===== config.mk =====
export PLATFORM = sky130hd
export DESIGN_NAME = pipeline_stall_controller
export DESIGN_NICKNAME = d
export VERILOG_FILES = /design/src/rtl/pipeline_stall_controller.sv
export SDC_FILE = /design/constraint.sdc
export NUM_CORES = 1
export LEC_CHECK = 0
export ABC_AREA = 1
export BUFFER_PORTS_ARGS = -buffer_cell sky130_fd_sc_hd__buf_2
export CAP_MARGIN = 15
export CORE_UTILIZATION = 44
export DETAILED_ROUTE_END_ITERATION = 6
export GPL_ROUTABILITY_DRIVEN = 0
export PLACE_DENSITY = 0.74
export RECOVER_POWER = 25
export SLEW_MARGIN = 20
export SYNTH_ARGS = -nofsm -noshare
export SYNTH_HDL_FRONTEND = slang
export SYNTH_SLANG_ARGS = --single-unit

===== constraint.sdc =====
create_clock -name clk -period 1.4 [get_ports clk]
set_clock_uncertainty 0.15 [all_clocks]
set_input_delay 0.14 -clock clk [delete_from_list [all_inputs] [get_ports clk]]
set_output_delay 0.14 -clock clk [all_outputs]
set_load 0.05 [all_outputs]

===== src/rtl/pipeline_stall_controller.sv =====
`default_nettype none
// ============================================================================
// Module      : pipeline_stall_controller
// Description : Hazard/stall control for a 5-stage pipeline. Arbitrates
//               memory-wait holds, taken-branch flushes and load-use stalls
//               (Mealy outputs), with a sticky memory-wait watchdog.
//               Optional macro STALL_PERF_EN adds saturating 16-bit
//               load-stall and memory-stall cycle counters.
// Revision    : 1.0 - initial release
// ============================================================================
module pipeline_stall_controller (
    input  logic       clk,
    input  logic       rst_n,
    input  logic       id_ex_mem_read,
    input  logic [4:0] if_id_rs1,
    input  logic [4:0] if_id_rs2,
    input  logic [4:0] id_ex_rd,
    input  logic       branch_taken,
    input  logic       dmem_req,
    input  logic       dmem_ready,
    output logic       pc_write,
    output logic       if_id_write,
    output logic       if_id_flush,
    output logic       id_ex_flush,
    output logic       pipe_hold,
    output logic       mem_timeout
`ifdef STALL_PERF_EN
    ,
    output logic [15:0] load_stall_cnt,
    output logic [15:0] mem_stall_cnt
`endif
);

    localparam logic [0:0] c_RUN      = 1'b0;
    localparam logic [0:0] c_MEM_WAIT = 1'b1;
    localparam logic [7:0] c_CNT_MAX  = 8'hFF;

    logic [0:0] r_state;
    logic [7:0] r_waitCnt;
    logic       r_memTimeout;

    logic       w_memHold;
    logic       w_branch;
    logic       w_loadUse;
    logic       w_loadStall;

    // A memory hold is a new miss in RUN, or any not-ready cycle while waiting
    assign w_memHold   = (r_state == c_RUN) ? (dmem_req & ~dmem_ready) : ~dmem_ready;
    // rd of x0 never matches, so x0 sources can never stall
    assign w_loadUse   = id_ex_mem_read && (id_ex_rd != 5'd0) &&
                         ((id_ex_rd == if_id_rs1) || (id_ex_rd == if_id_rs2));
    assign w_branch    = ~w_memHold & branch_taken;
    assign w_loadStall = ~w_memHold & ~branch_taken & w_loadUse;

    // Priority-resolved control outputs; all forced low while reset is held
    always_comb begin
        pc_write    = 1'b0;
        if_id_write = 1'b0;
        if_id_flush = 1'b0;
        id_ex_flush = 1'b0;
        pipe_hold   = 1'b0;
        if (rst_n) begin
            if (w_memHold) begin
                pipe_hold   = 1'b1;
            end else if (w_branch) begin
                pc_write    = 1'b1;
                if_id_write = 1'b1;
                if_id_flush = 1'b1;
                id_ex_flush = 1'b1;
            end else if (w_loadStall) begin
                id_ex_flush = 1'b1;
            end else begin
                pc_write    = 1'b1;
                if_id_write = 1'b1;
            end
        end
    end

    // State register: wait while memory is holding, otherwise run
    always_ff @(posedge clk or negedge rst_n) begin
        if (!rst_n) begin
            r_state <= c_RUN;
        end else begin
            r_state <= w_memHold ? c_MEM_WAIT : c_RUN;
        end
    end

    // Wait counter: cleared on entry to MEM_WAIT, saturating count of waiting cycles
    always_ff @(posedge clk or negedge rst_n) begin
        if (!rst_n) begin
            r_waitCnt <= 8'd0;
        end else if ((r_state == c_RUN) && w_memHold) begin
            r_waitCnt <= 8'd0;
        end else if ((r_state == c_MEM_WAIT) && w_memHold && (r_waitCnt != c_CNT_MAX)) begin
            r_waitCnt <= r_waitCnt + 8'd1;
        end
    end

    // Sticky watchdog flag; only reset clears it, the FSM keeps waiting
    always_ff @(posedge clk or negedge rst_n) begin
        if (!rst_n) begin
            r_memTimeout <= 1'b0;
        end else if (r_waitCnt == c_CNT_MAX) begin
            r_memTimeout <= 1'b1;
        end
    end

    assign mem_timeout = r_memTimeout;

`ifdef STALL_PERF_EN
    logic [15:0] r_loadStallCnt;
    logic [15:0] r_memStallCnt;

    // Saturating performance counters for load-use and memory-hold cycles
    always_ff @(posedge clk or negedge rst_n) begin
        if (!rst_n) begin
            r_loadStallCnt <= 16'd0;
            r_memStallCnt  <= 16'd0;
        end else begin
            if (w_loadStall && (r_loadStallCnt != 16'hFFFF)) begin
                r_loadStallCnt <= r_loadStallCnt + 16'd1;
            end
            if (w_memHold && (r_memStallCnt != 16'hFFFF)) begin
                r_memStallCnt <= r_memStallCnt + 16'd1;
            end
        end
    end

    assign load_stall_cnt = r_loadStallCnt;
    assign mem_stall_cnt  = r_memStallCnt;
`endif

endmodule
`default_nettype wire


==> results by group <==
STA
  • Setup TNS Final: -2.52 ns
  • Fin crit period: between 1.5 and 2 ns
  • Fmax: between 500 and 600 MHz
  • Final setup fails: 14
  • Tcrit/Tclk final: 128%
  • Post-route worst setup slack: -0.392 ns
  • Worst-margin pin slew: 0.519 ns
  • Hold Vio Cnt, Final: 0
  • Slew margin rel.: approximately two thirds
  • Final hold slack: 0.0663 ns
  • Final max-slew violation count: 0
  • RSZ-0062 raised after global routing: yes

Synth
  • Yosys cell types: 21
  • Top cells by area, synth: dfrtp_1 31%, nand2_1 19%, inv_1 10%, nand3_1 8.6%, nor2_1 5.6%
  • Synthesized Nets: 147
  • Top_reg_cell synth: dfrtp_1
  • Largest area contributor in the netlist: dfrtp_1
  • Cells after synthesis: about 130
  • Fraction of registers with async set/reset: 100%
  • EDFF count, synth: 0
  • Post-synth top cells: 40 x nand2_1, 22 x inv_1, 14 x nand3_1, 12 x nor2_1, 10 x dfrtp_1
  • Mapped cell area: 811 um2
  • Seq/Total Area, Yosys: 30.9%
  • Syn_area_per_cell: 6.49 um2
  • Synth Register Bits: 10
  • Warning count from the yosys run: 0
  • Synth top area share: 30.9%
  • Count leader, synth: nand2_1

Drt
  • Initial DRC count: 15
  • DR vias: 988
  • Drt first pass iters: 5
  • Total Wirelength: 2470 um
  • WL per Instance: around 12 um
  • Post-route ant nets: 0
  • # DRC: 0
  • Via density: 4.94

Clock tree
  • Clk Latency, worst-skew pair: 0.27 ns
  • Clk sinks: 10
  • CTS tree: yes
  • H-tree levels: 1
  • Clk root buf: clkbuf_4
  • CTS clk-pin slew, worst paths: roughly 0.070 ns
  • Clock Tree Buf Depth: 2
  • CTS Buf Count: 3

Cells and area
  • Nets: between 150 and 200
  • Fillers: 128
  • Diode count: 0
  • Non-Filler Instances: 200
  • Layout cells sized above 1: 42.9%
  • Final instance area: 1330 um2
  • Area added between synthesis and finish: 64.4%

Setup path
  • CP max stage cell: dfrtp_1
  • CP dominant cell by count: nor2_4
  • Worst-path cell chain: nor2_2 -> nor2_4 -> inv_2 -> nand3_2 -> nor2_4 -> buf_4 -> a21oi_4 -> buf_6
  • CP startpoint kind: flop
  • Crit Path Max Fanout: 3
  • CP arrival: 1.50 ns
  • Kind of critical path: flop to output port
  • Worst stage delay on the critical path: 0.39 ns
  • Critical Path End Type: output port
  • Crit path required time: 1.11 ns

Worst hold path
  • Hold/Removal Path Class: input port to flop

Die
  • Starting Density: 47.0%
  • Die area: 2020 um2
  • Die H: roughly 45 um
  • Die W: 44.9 um
  • Boundary Pins: 27
  • FP Rows: 15
  • Placeable Area: ~1700 um2

Placement
  • Setup WS pre-CTS: -0.206 ns
  • HPWL after detailed placement: ~1600 um
  • Placed cells: 188
  • I/O Buffers: 26
  • Placement Cell Area: 1110 um2

Run status
  • Failing checks: setup timing
  • Run status: complete, but fails checks

GRT
  • Total GRT Usage: 23.2%
  • Global-route wire length before repair: 3340 um
  • Total grt overflow: 0
  • Vias in the first global route: 857
  • Initial antenna violation count: 0
  • Largest net degree at the start of global routing: 10

Run
  • Max-Cap Viols: 0

Power
  • PwrDens: 739 nW/um2
  • Leakage power: 0.730 nW
  • Worst VDD drop: 769 uV
[sequential cells by signal, indices dropped and copies added, names as in the netlist]
signal       cells
r_waitCnt        8
mem_timeout      1
r_state          1
[layout by cell type (no fill, tap or decap)]
master and instances:
a21o_2 1, buf_8 2, xor2_2 1, nand2_1 38, buf_6 6, a21oi_4 2, buf_2 21, buf_4 14
nand4_1 2, dfrtp_1 10, nor2_4 6, clkbuf_4 3, clkbuf_1 1, nor3_1 2, a21oi_1 1, o21ai_1 1
dlygate4sd3_1 1, ha_4 1, nand2_4 3, clkinv_4 1, clkbuf_8 1, xor2_1 1, nand3_1 12, nand3_4 1
nor2_2 1, nor3_4 1, inv_2 3, o21ai_2 3, nor2_1 8, inv_1 20, clkinvlp_4 1, nand3_2 2
xnor2_1 3, buf_12 1
[critical path: cells and delay by family (launching register included)]
family                 cells  cell delay, ns
AND/OR/NAND/NOR            4            0.42
flip-flops                 1            0.39
buffers and inverters      3            0.36
AO/OA/AOI/OAI              1            0.06
[routing by layer]
metal	part of all wire (%)	up-vias	global-route usage, %	wire [um]
met5	0	-	0	0
met4	3.2	0	10.9	78
met3	4.3	12	4.80	107
met2	54	32	43.2	1340
met1	38	458	24.7	944
li1	-	486	-	-
[final cells by class]
type                    instances  area [um2]  share of cell area, %
well taps                      25        31.3                   2.35
repair inverters                1        7.51                  0.563
multi-input cells              90         571                   42.8
clock buffers                   4        36.3                   2.72
repair buffers                 46         342                   25.6
inverters                      24        95.1                   7.14
flip-flops and latches         10         250                   18.8
[per-stage QoR]
step	power, mW	utilization, %
after floorplan	0.505	-
after global placement	0.614	64.5
after detailed placement	0.630	64.5
after CTS	0.930	72.3
after global routing	1.03	77.2
final	0.985	77.2
[report_power, final]
group          switching, mW  total (mW)  internal (mW)  leakage [nW]
clock                  0.111       0.269          0.158        0.0210
sequential            0.0318       0.346          0.314         0.135
combinational          0.200       0.370          0.170         0.574
[timing repair]
action | CTS | global route
setup buffers | 5 | 3
endpoints found under the setup margin | 13 | 13
gates cloned | 0 | 1
pin swaps | 7 | 14
resized for setup | 17 | 15
hold buffers | 1 | 0
endpoints found under the hold margin | 10 | 0
[cell families (layout without fill, tap and decap cells)]
family          count (synthesis)  in the layout  share of synthesized area, %
compound gates                  8              8                          7.25
xor+xnor                        5              5                          5.40
fa+ha+maj                       1              1                          1.54
buf+inv                        25             75                          12.0
flops                          10             10                          30.9
simple gates                   76             76                          42.9
[worst paths after layout]
kind	cells after the start	start	endpoint	slack [ns]
worst min register to register	1	mem_timeout	mem_timeout	0.32
worst max register to register	8	r_waitCnt[1]	r_waitCnt[7]	-0.19
worst max-delay path	8	r_state	pc_write	-0.39
worst min-delay path	3	dmem_ready	r_state	0.07
max in group asynchronous	3	rst_n	r_waitCnt[3]	0.27
min in group asynchronous	2	rst_n	r_state	0.15
(Power assumes the default switching activity.)
